--- src/rtl/sys_array_output_collector_if.sv ---
`default_nettype none
// ---------------------------------------------------------------------------
// sys_array_output_collector_if : aligned result-row stream (valid/ready)
// Rev 1.0
// ---------------------------------------------------------------------------
interface sys_array_output_collector_if #(
   parameter int DATA_WIDTH  = 8,
   parameter int ARRAY_MAX_W = 10
);
   logic                                       res_valid;
   logic                                       res_ready;
   logic                                       res_last;
   logic [0:ARRAY_MAX_W-1][2*DATA_WIDTH-1:0]   res_data;

   modport master (output res_valid, res_data, res_last, input res_ready);
   modport slave  (input res_valid, res_data, res_last, output res_ready);
endinterface
`default_nettype wire

--- src/rtl/sys_array_output_collector.sv ---
`default_nettype none
// ---------------------------------------------------------------------------
// sys_array_output_collector : deskews systolic column results into rows,
// buffers them in a FIFO and streams them out with valid/ready.
// Rev 1.0
// ---------------------------------------------------------------------------
module sys_array_output_collector #(
   parameter int DATA_WIDTH  = 8,
   parameter int ARRAY_MAX_W = 10,
   parameter int ARRAY_MAX_L = 10,
   parameter int PIPE_LAT    = 1,
   parameter int FIFO_DEPTH  = 4,
   parameter int ROW_CNT_W   = 8
)(
   input  wire logic                                     clk,
   input  wire logic                                     reset,
   input  wire logic                                     start,
   input  wire logic [$clog2(ARRAY_MAX_L)-1:0]           array_w_l,
   input  wire logic [ROW_CNT_W-1:0]                     num_rows,
   input  wire logic [0:ARRAY_MAX_W-1][2*DATA_WIDTH-1:0] output_data,
   sys_array_output_collector_if.master                  res_if,
   output logic                                          busy,
   output logic                                          overflow
);
   localparam int RW        = 2*DATA_WIDTH;
   localparam int PTR_W     = $clog2(FIFO_DEPTH);
   localparam int CNT_W     = $clog2(FIFO_DEPTH+1);
   localparam int WAIT_W    = $clog2(ARRAY_MAX_L+PIPE_LAT+ARRAY_MAX_W);
   localparam int WAIT_BASE = PIPE_LAT + ARRAY_MAX_W - 1;

   typedef enum logic [1:0] {S_IDLE, S_WAIT, S_COLLECT, S_DRAIN} state_t;

   state_t                 r_state, w_state_nxt;
   logic [WAIT_W-1:0]      r_wait_cnt, w_wait_nxt;
   logic [ROW_CNT_W-1:0]   r_row_cnt, w_row_nxt, r_num_rows;
   logic                   r_overflow;
   logic                   w_push_req, w_push_last, w_push, w_pop, w_drop, w_full, w_valid;
   logic [PTR_W-1:0]       r_wr_ptr, r_rd_ptr;
   logic [CNT_W-1:0]       r_count;
   logic [0:ARRAY_MAX_W-1][RW-1:0] r_mem [FIFO_DEPTH];
   logic                   r_mem_last [FIFO_DEPTH];
   wire  logic [0:ARRAY_MAX_W-1][RW-1:0] w_aligned;

   // Column j needs ARRAY_MAX_W-1-j stages so every column of a row lines up
   for (genvar j = 0; j < ARRAY_MAX_W; j++) begin : g_col
      if (j == ARRAY_MAX_W-1) begin : g_direct
         assign w_aligned[j] = output_data[j];
      end else begin : g_dly
         localparam int N = ARRAY_MAX_W-1-j;
         logic [RW-1:0] r_dly [N];
         always_ff @(posedge clk or posedge reset) begin
            if (reset) begin
               for (int s = 0; s < N; s++) r_dly[s] <= '0;
            end else begin
               r_dly[0] <= output_data[j];
               for (int s = 1; s < N; s++) r_dly[s] <= r_dly[s-1];
            end
         end
         assign w_aligned[j] = r_dly[N-1];
      end
   end

   always_comb begin
      w_state_nxt = r_state;
      w_wait_nxt  = r_wait_cnt;
      w_row_nxt   = r_row_cnt;
      w_push_req  = 1'b0;
      w_push_last = 1'b0;
      case (r_state)
         S_IDLE: begin
            if (start && (num_rows != '0)) begin
               w_state_nxt = S_WAIT;
               w_wait_nxt  = WAIT_W'(array_w_l) + WAIT_W'(WAIT_BASE);
               w_row_nxt   = '0;
            end
         end
         S_WAIT: begin
            // Leave on the cycle the count reaches zero so COLLECT lands on A_0
            w_wait_nxt = r_wait_cnt - WAIT_W'(1);
            if (r_wait_cnt <= WAIT_W'(1)) w_state_nxt = S_COLLECT;
         end
         S_COLLECT: begin
            w_push_req = 1'b1;
            w_row_nxt  = r_row_cnt + ROW_CNT_W'(1);
            if (r_row_cnt == r_num_rows - ROW_CNT_W'(1)) begin
               w_push_last = 1'b1;
               w_state_nxt = S_DRAIN;
            end
         end
         S_DRAIN: begin
            if ((r_count == '0) || ((r_count == CNT_W'(1)) && w_pop)) w_state_nxt = S_IDLE;
         end
         default: w_state_nxt = S_IDLE;
      endcase
   end

   always_ff @(posedge clk or posedge reset) begin
      if (reset) begin
         r_state    <= S_IDLE;
         r_wait_cnt <= '0;
         r_row_cnt  <= '0;
         r_num_rows <= '0;
         r_overflow <= 1'b0;
      end else begin
         r_state    <= w_state_nxt;
         r_wait_cnt <= w_wait_nxt;
         r_row_cnt  <= w_row_nxt;
         if ((r_state == S_IDLE) && start) begin
            r_num_rows <= num_rows;
            r_overflow <= 1'b0;
         end else if (w_drop) begin
            r_overflow <= 1'b1;
         end
      end
   end

   assign w_valid = (r_count != '0);
   assign w_full  = (r_count == CNT_W'(FIFO_DEPTH));
   assign w_pop   = w_valid & res_if.res_ready;
   assign w_push  = w_push_req & (~w_full | w_pop);
   assign w_drop  = w_push_req & w_full & ~w_pop;

   always_ff @(posedge clk or posedge reset) begin
      if (reset) begin
         r_wr_ptr <= '0;
         r_rd_ptr <= '0;
         r_count  <= '0;
         for (int i = 0; i < FIFO_DEPTH; i++) begin
            r_mem[i]      <= '0;
            r_mem_last[i] <= 1'b0;
         end
      end else begin
         if (w_push) begin
            r_mem[r_wr_ptr]      <= w_aligned;
            r_mem_last[r_wr_ptr] <= w_push_last;
            r_wr_ptr             <= r_wr_ptr + PTR_W'(1);
         end
         if (w_pop) r_rd_ptr <= r_rd_ptr + PTR_W'(1);
         r_count <= r_count + CNT_W'(w_push) - CNT_W'(w_pop);
      end
   end

   assign res_if.res_valid = w_valid;
   assign res_if.res_data  = w_valid ? r_mem[r_rd_ptr] : '0;
   assign res_if.res_last  = w_valid ? r_mem_last[r_rd_ptr] : 1'b0;
   assign busy             = (r_state != S_IDLE);
   assign overflow         = r_overflow;
endmodule
`default_nettype wire

--- src/flat_wrapper.sv ---
// flat-port wrapper written by rule: the top's interface ports become plain ports
module sys_array_output_collector_flat 
#(
   parameter int DATA_WIDTH  = 8,
   parameter int ARRAY_MAX_W = 10,
   parameter int ARRAY_MAX_L = 10,
   parameter int PIPE_LAT    = 1,
   parameter int FIFO_DEPTH  = 4,
   parameter int ROW_CNT_W   = 8
)
  (clk, reset, start, array_w_l, num_rows, output_data, busy, overflow, res_if_res_valid, res_if_res_data, res_if_res_last, res_if_res_ready);
  sys_array_output_collector_if #(.DATA_WIDTH(DATA_WIDTH), .ARRAY_MAX_W(ARRAY_MAX_W)) res_if_i ();
  input  wire logic clk;
  input  wire logic reset;
  input  wire logic start;
  input  wire logic [$clog2(ARRAY_MAX_L)-1:0] array_w_l;
  input  wire logic [ROW_CNT_W-1:0] num_rows;
  input  wire logic [0:ARRAY_MAX_W-1][2*DATA_WIDTH-1:0] output_data;
  output logic busy;
  output logic overflow;
  output wire logic [$bits(res_if_i.res_valid)-1:0] res_if_res_valid;
  output wire logic [$bits(res_if_i.res_data)-1:0] res_if_res_data;
  output wire logic [$bits(res_if_i.res_last)-1:0] res_if_res_last;
  input wire logic [$bits(res_if_i.res_ready)-1:0] res_if_res_ready;
  assign res_if_res_valid = res_if_i.res_valid;
  assign res_if_res_data = res_if_i.res_data;
  assign res_if_res_last = res_if_i.res_last;
  assign res_if_i.res_ready = res_if_res_ready;
  sys_array_output_collector #(.DATA_WIDTH(DATA_WIDTH), .ARRAY_MAX_W(ARRAY_MAX_W), .ARRAY_MAX_L(ARRAY_MAX_L), .PIPE_LAT(PIPE_LAT), .FIFO_DEPTH(FIFO_DEPTH), .ROW_CNT_W(ROW_CNT_W)) u_core (.clk(clk), .reset(reset), .start(start), .array_w_l(array_w_l), .num_rows(num_rows), .output_data(output_data), .res_if(res_if_i), .busy(busy), .overflow(overflow));
endmodule
--- config.mk ---
export PLATFORM = sky130hd
export DESIGN_NAME = sys_array_output_collector_flat
export DESIGN_NICKNAME = d
export VERILOG_FILES = /design/src/rtl/sys_array_output_collector_if.sv /design/src/rtl/sys_array_output_collector.sv /design/src/flat_wrapper.sv
export SDC_FILE = /design/constraint.sdc
export NUM_CORES = 2
export LEC_CHECK = 0
export CAP_MARGIN = 30
export CORE_AREA = 4 4 471 240
export DETAILED_ROUTE_END_ITERATION = 12
export DIE_AREA = 0 0 475 244
export GPL_TIMING_DRIVEN = 0
export PLACE_DENSITY = 0.67
export SYNTH_ARGS = -nofsm -noshare
export SYNTH_HDL_FRONTEND = slang
export SYNTH_SLANG_ARGS = --single-unit
--- constraint.sdc ---
create_clock -name clk -period 50.4 [get_ports clk]
set_input_delay 5.04 -clock clk [delete_from_list [all_inputs] [get_ports clk]]
set_output_delay 5.04 -clock clk [all_outputs]
set_load 0.02 [all_outputs]
Yosys cells after proc, flatten, opt, wreduce, memory -nomap -nowiden
Cells that the tools add are included.
{ "word_totals": {"register_bits": 1395, "in_bits": 176, "out_inout_bits": 164, "wordCells": 172} }
{ "op_classes": {"add_sub_neg": 8, "magnitude_cmp": 4, "eq_ne": 10, "muxes": 28, "bitwise_logic": 9, "reduce_logical": 16} }
{ "ops": {"columns": ["operator", "count"], "rows": [
  ["$bwmux 640", 1],
  ["$mux 160", 4],
  ["$bmux 160 s2", 1],
  ["$demux 160 s2", 1],
  ["$pmux 8 s2", 1],
  ["$pmux 5 s2", 1],
  ["$mux 1", 9],
  ["$add 8x1->8 const B", 1],
  ["$eq 8x8->1", 1],
  ["$mux 2", 4],
  ["$mux 8", 1],
  ["$ne 2x1->1 const B", 4],
  ["$pmux 2 s4", 1],
  ["$reduce_bool 2->1", 4],
  ["$reduce_bool 8->1", 1],
  ["$sub 8x1->8 const B", 1],
  ["$ge 3x3->1 const B", 2],
  ["$not 2->3", 2],
  ["$add 4x4->5 const B", 1],
  ["$le 5x1->1 const B", 1],
  ["$mux 5", 1],
  ["$sub 5x1->5 const B", 1],
  ["$add 2x1->2 const B", 2],
  ["$and 1x1->1", 4],
  ["19 further kinds", 25]
]} }

Depth between registers and ports, before layout
{ "logic_depth": {"depth_word": 6, "mapped_depth": 12, "ltp_nobuf": 11} }

Worst setup path before layout
OpenSTA, ideal clock, no wires.
{ "synth_timing": {"kind": "reg2out", "startpoint": "register u_core.r_rd_ptr[0]", "endpoint": "output port res_if_res_data[100]", "arrival_ns": 1.704, "required_ns": 45.360, "setup_slack_ns": 43.656, "path_stages_with_launch": 6, "path_buffers": 3, "cell_sequence": "dfrtp_1 -> buf_2 -> buf_2 -> buf_2 -> mux4_2 -> and2_1"} }
{ "synth_via": {"elab_chain_len": 5} }
{ "synth_lines": {"columns": ["item", "line_no", "rtl"], "rows": [
  ["start: declaration", "sys_array_output_collector.sv:38", "logic [PTR_W-1:0] r_wr_ptr, r_rd_ptr;"],
  ["start signal: assignment", "sys_array_output_collector.sv:138", "if (w_pop) r_rd_ptr <= r_rd_ptr + PTR_W'(1);"],
  ["$not 2->3 (implied by the code)", "sys_array_output_collector.sv:144", "assign res_if.res_data = w_valid ? r_mem[r_rd_ptr] : '0;"],
  ["$bmux 160 s2", "sys_array_output_collector.sv:144", null],
  ["$mux 160 (implied by the code) (2 in a row)", "sys_array_output_collector.sv:144", null],
  ["$mux 160", "sys_array_output_collector.sv:144", null],
  ["end: declaration", "flat_wrapper.sv:22", "output wire logic [$bits(res_if_i.res_data)-1:0] res_if_res_data;"]
]} }
Every way passes these cells. The select of a mux whose other input is x is not followed.

Worst setup path after layout
{ "layout_timing": {"startpoint": "register u_core.r_rd_ptr[0]", "endpoint": "output port res_if_res_data[148]"} }
The elaborated chain is that of the path after synthesis.

==> impl_results.md <==
* WP depth at 6
* Final Hold Viols at 0
* Max Cap Violations at 0
* Detailed Route Iter0 Violations at 1524
* Worst min-delay path endpoint: u_core.g_col[4].g_dly.r_dly[27]
* Vias in the first global route at 27140
* Fin area at 58430 µm²
* Final setup margin at 41.37 ns
* Synth top area share at 71.64%
* Root Buffer Master: clkbuf_16
* Comb pwr share at 39.5%
* GRT Residual Overflow at 0
* Largest net degree at the start of global routing at 142
* Cell taking the most area after synthesis: dfrtp_1
* Sw frac at 31.85%
* Non-filler cells, final at 4691
* Synth Instances at 2661
* Rows at 86
* CP Class: reg -> out
* Worst r2r src: u_core.r_state[0]
* Post-synth cell types at 52
* Placed cell count at 4465
* PortBufs at 339
* Fmax at 0.1107 GHz
* Hold Crit Class: reg -> reg
* Sw power at 1.329 mW
* Initial Utilization at 44.66%
* Final core occ at 53.55%
* H-tree levels at 3
* GRT Overall Usage at 18.09%
* Area grow syn2layout at 19.91%
* Setup Buffers After CTS at 0
* Reg-to-reg critical path endpoint: u_core.r_mem[14]
* First-pass GRT wire length at 160900 µm
* Crit. Startpoint: u_core.r_rd_ptr[0]
* Area of the mapped netlist at 48730 µm²
* Drt first pass iters at 5
* Nets at 3327
* Worst hold stages at 0
* Async set or reset register ratio after synthesis at 100.0%
* Syn avg cell area at 18.31 µm²
* Tmin final at 9.033 ns
* Pre-CTS setup slack at 41.57 ns
* Tot Pwr at 4.174 mW
* Cell Area, Placed at 54280 µm²
* Core area at 109100 µm²
* Via count at 23930
* Post-synth EDFFs at 0
* HP Start: u_core.g_col[4].g_dly.r_dly[43]
* Final hold slack at 0.3328 ns
* Critical path, cell by cell: buf_2, buf_2, buf_2, mux4_2, and2_1, clkdlybuf4s50_1
* Die Wd at 475 µm
* Type of origin of the critical path: register
* Post-cts sizing count at 0
* Seq cells post-synth at 1395
* Ports at 340
* Post-DP HPWL at 69020 µm
* Setup Total Neg Slack at 0 ns
* Vias per inst at 5.102
* Peak supply drop at 35.92 µV
* Worst path slowest cell: clkdlybuf4s50_1
* Status: finished, final reports clean
* Int Power at 2.844 mW
* RSZ-0062 raised after global routing: false
* Final setup fails at 0
* CTS Buf Count at 118
* R2R Setup Slk at 46.93 ns
* Final clock skew at 0.02250 ns
* PwrDens at 71.44 nW/µm²
* Die ar. at 115900 µm²
* Wire length per cell at 21.85 µm
* Synth warnings at 0
* Final antenna-violating net count at 0
* Critical Path AT at 3.99 ns
* R2R depth at 9
* Height of the die at 244 µm
* Share of layout cells above drive strength 1 at 33.60%
* Fin crit share at 17.92%
* Routability cong. at 0.7706
* Post-synth top flop: dfrtp_1
* Sequential area share after synthesis at 71.64%
* Worst slew pin tran at 0.9801 ns
* Largest cells by area after synthesis: dfrtp_1 72%, mux2_2 14%, mux4_2 7.4%
* Kind of end point of the critical path: primary output
* Sink Count at 1395
* Total Wirelength at 102500 µm
* Clk slew on worst S/H paths at 0.07 ns
* Clock share of power at 22.9%
* Largest stage delay on the critical path at 0.65 ns
* Maximum fanout along the worst path at 11
* Crit-path most repeated cell: buf_2
* Worst-Skew Late Latency at 0.71 ns
* Clock Path Buffers at 3
* Sequential share of power at 37.6%
* CTS tree: built
* WP buf/inv at 4
* Initial antenna violation count at 8
* Pleak at 24.91 nW
* Rel. slew slack at 34.66%
* Final Max Tran Viols at 0
* DRC viols at 0
* Synth Net Count at 2854
* Critical path's top delay family: buffers and inverters
* CTS Hold Bufs at 0
* Required @ worst endpoint at 45.36 ns
-- registers in the layout, summed over array words and instances, names as in the netlist --
| signal | cells |
|---|---|
| u_core.overflow | 1 |
| u_core.r_rd_ptr | 2 |
| u_core.r_wait_cnt | 5 |
| u_core.r_num_rows | 8 |
| u_core.r_count | 3 |
| u_core.r_row_cnt | 8 |
| u_core.r_wr_ptr | 2 |
| u_core.g_col.g_dly.r_dly | 720 |
| u_core.r_mem | 640 |
| u_core.r_mem_last | 4 |
| u_core.r_state | 2 |
-- placed cells by master (no fill, tap or decap), types with 7 or more instances in the layout --
master | netlist | final
a21oi_1 | 13 | 13
and2_1 | 162 | 162
buf_16 | 0 | 11
buf_2 | 52 | 52
buf_4 | 36 | 36
bufinv_16 | 0 | 13
clkbuf_1 | 36 | 61
clkbuf_16 | 0 | 119
clkbuf_8 | 0 | 29
clkdlybuf4s50_1 | 0 | 339
clkinv_2 | 0 | 21
dfrtp_1 | 1395 | 1395
ha_1 | 16 | 16
inv_1 | 17 | 16
mux2_1 | 37 | 37
mux2_2 | 617 | 617
mux4_2 | 161 | 161
nand2_1 | 23 | 23
nand3_1 | 7 | 7
o21ai_0 | 14 | 14
xnor2_1 | 11 | 11
xor2_1 | 7 | 7
-- cell usage after synthesis (2+ instances only) --
| master | instances |
|---|---|
| a21oi_1 | 13 |
| o31a_1 | 2 |
| mux2i_1 | 4 |
| nand3_1 | 7 |
| nor3_1 | 6 |
| mux2_2 | 617 |
| inv_1 | 17 |
| and3_1 | 2 |
| xor2_1 | 7 |
| xnor2_1 | 11 |
| mux2_1 | 37 |
| and2_1 | 162 |
| o21ai_0 | 14 |
| buf_1 | 3 |
| nor4_1 | 2 |
| ha_1 | 16 |
| mux4_2 | 161 |
| nand2_1 | 23 |
| dfrtp_1 | 1395 |
| clkbuf_1 | 36 |
| nor2_1 | 6 |
| or3_1 | 2 |
| nand2b_1 | 3 |
| buf_4 | 36 |
| buf_2 | 52 |
-- per-layer routing --
layer / global-route usage [%] / share of wire, % / vias to the layer above
met5: 0 / 0 / -
met4: 4.738 / 2.3 / 0
met3: 3.414 / 4.0 / 162
met2: 29.15 / 48 / 424
met1: 25.61 / 45 / 13030
li1: - / - / 10320
-- power groups by stage --
stage               combinational, mW  sequential (mW)  clock, mW
floorplan                        1.07             1.55          0
global placement                 1.63             1.57          0
detailed placement               1.68             1.59          0
CTS                              1.69             1.57      0.983
global route                     1.76             1.60       1.03
finish                           1.65             1.57      0.954
-- worst max-delay path by stage --
stage | endpoint | slack (ns)
after global routing | res_if_res_data[145] | 41.14
final | res_if_res_data[148] | 41.37
after floorplan | u_core.g_col[0].g_dly.r_dly[0] | 6.02
after detailed placement | res_if_res_data[111] | 41.57
after CTS | res_if_res_data[111] | 40.77
after global placement | u_core.r_mem[153] | -5.75
-- logic make-up after synthesis --
family / synth area share, %
AOI/OAI and AO/OA: 0.5675
DFF: 71.64
xor gates and xnor gates: 0.3235
buffers and inverters: 1.595
muxes: 22.64
adders and majority gates: 0.4519
and+or+nand+nor: 2.786
-- area by class of cell --
type,count,area (µm²)
diodes,4,10.01
plain buffers,128,709.4
clock buffers,173,3471
clock inverters,48,654.4
fillers,8438,50680
inverters,18,75.07
multi-input cells,1120,13040
flip-flops and latches,1395,34910
well taps,1452,1817
repair buffers,353,3741
No activity file was read; power rests on OpenSTA's default activity.
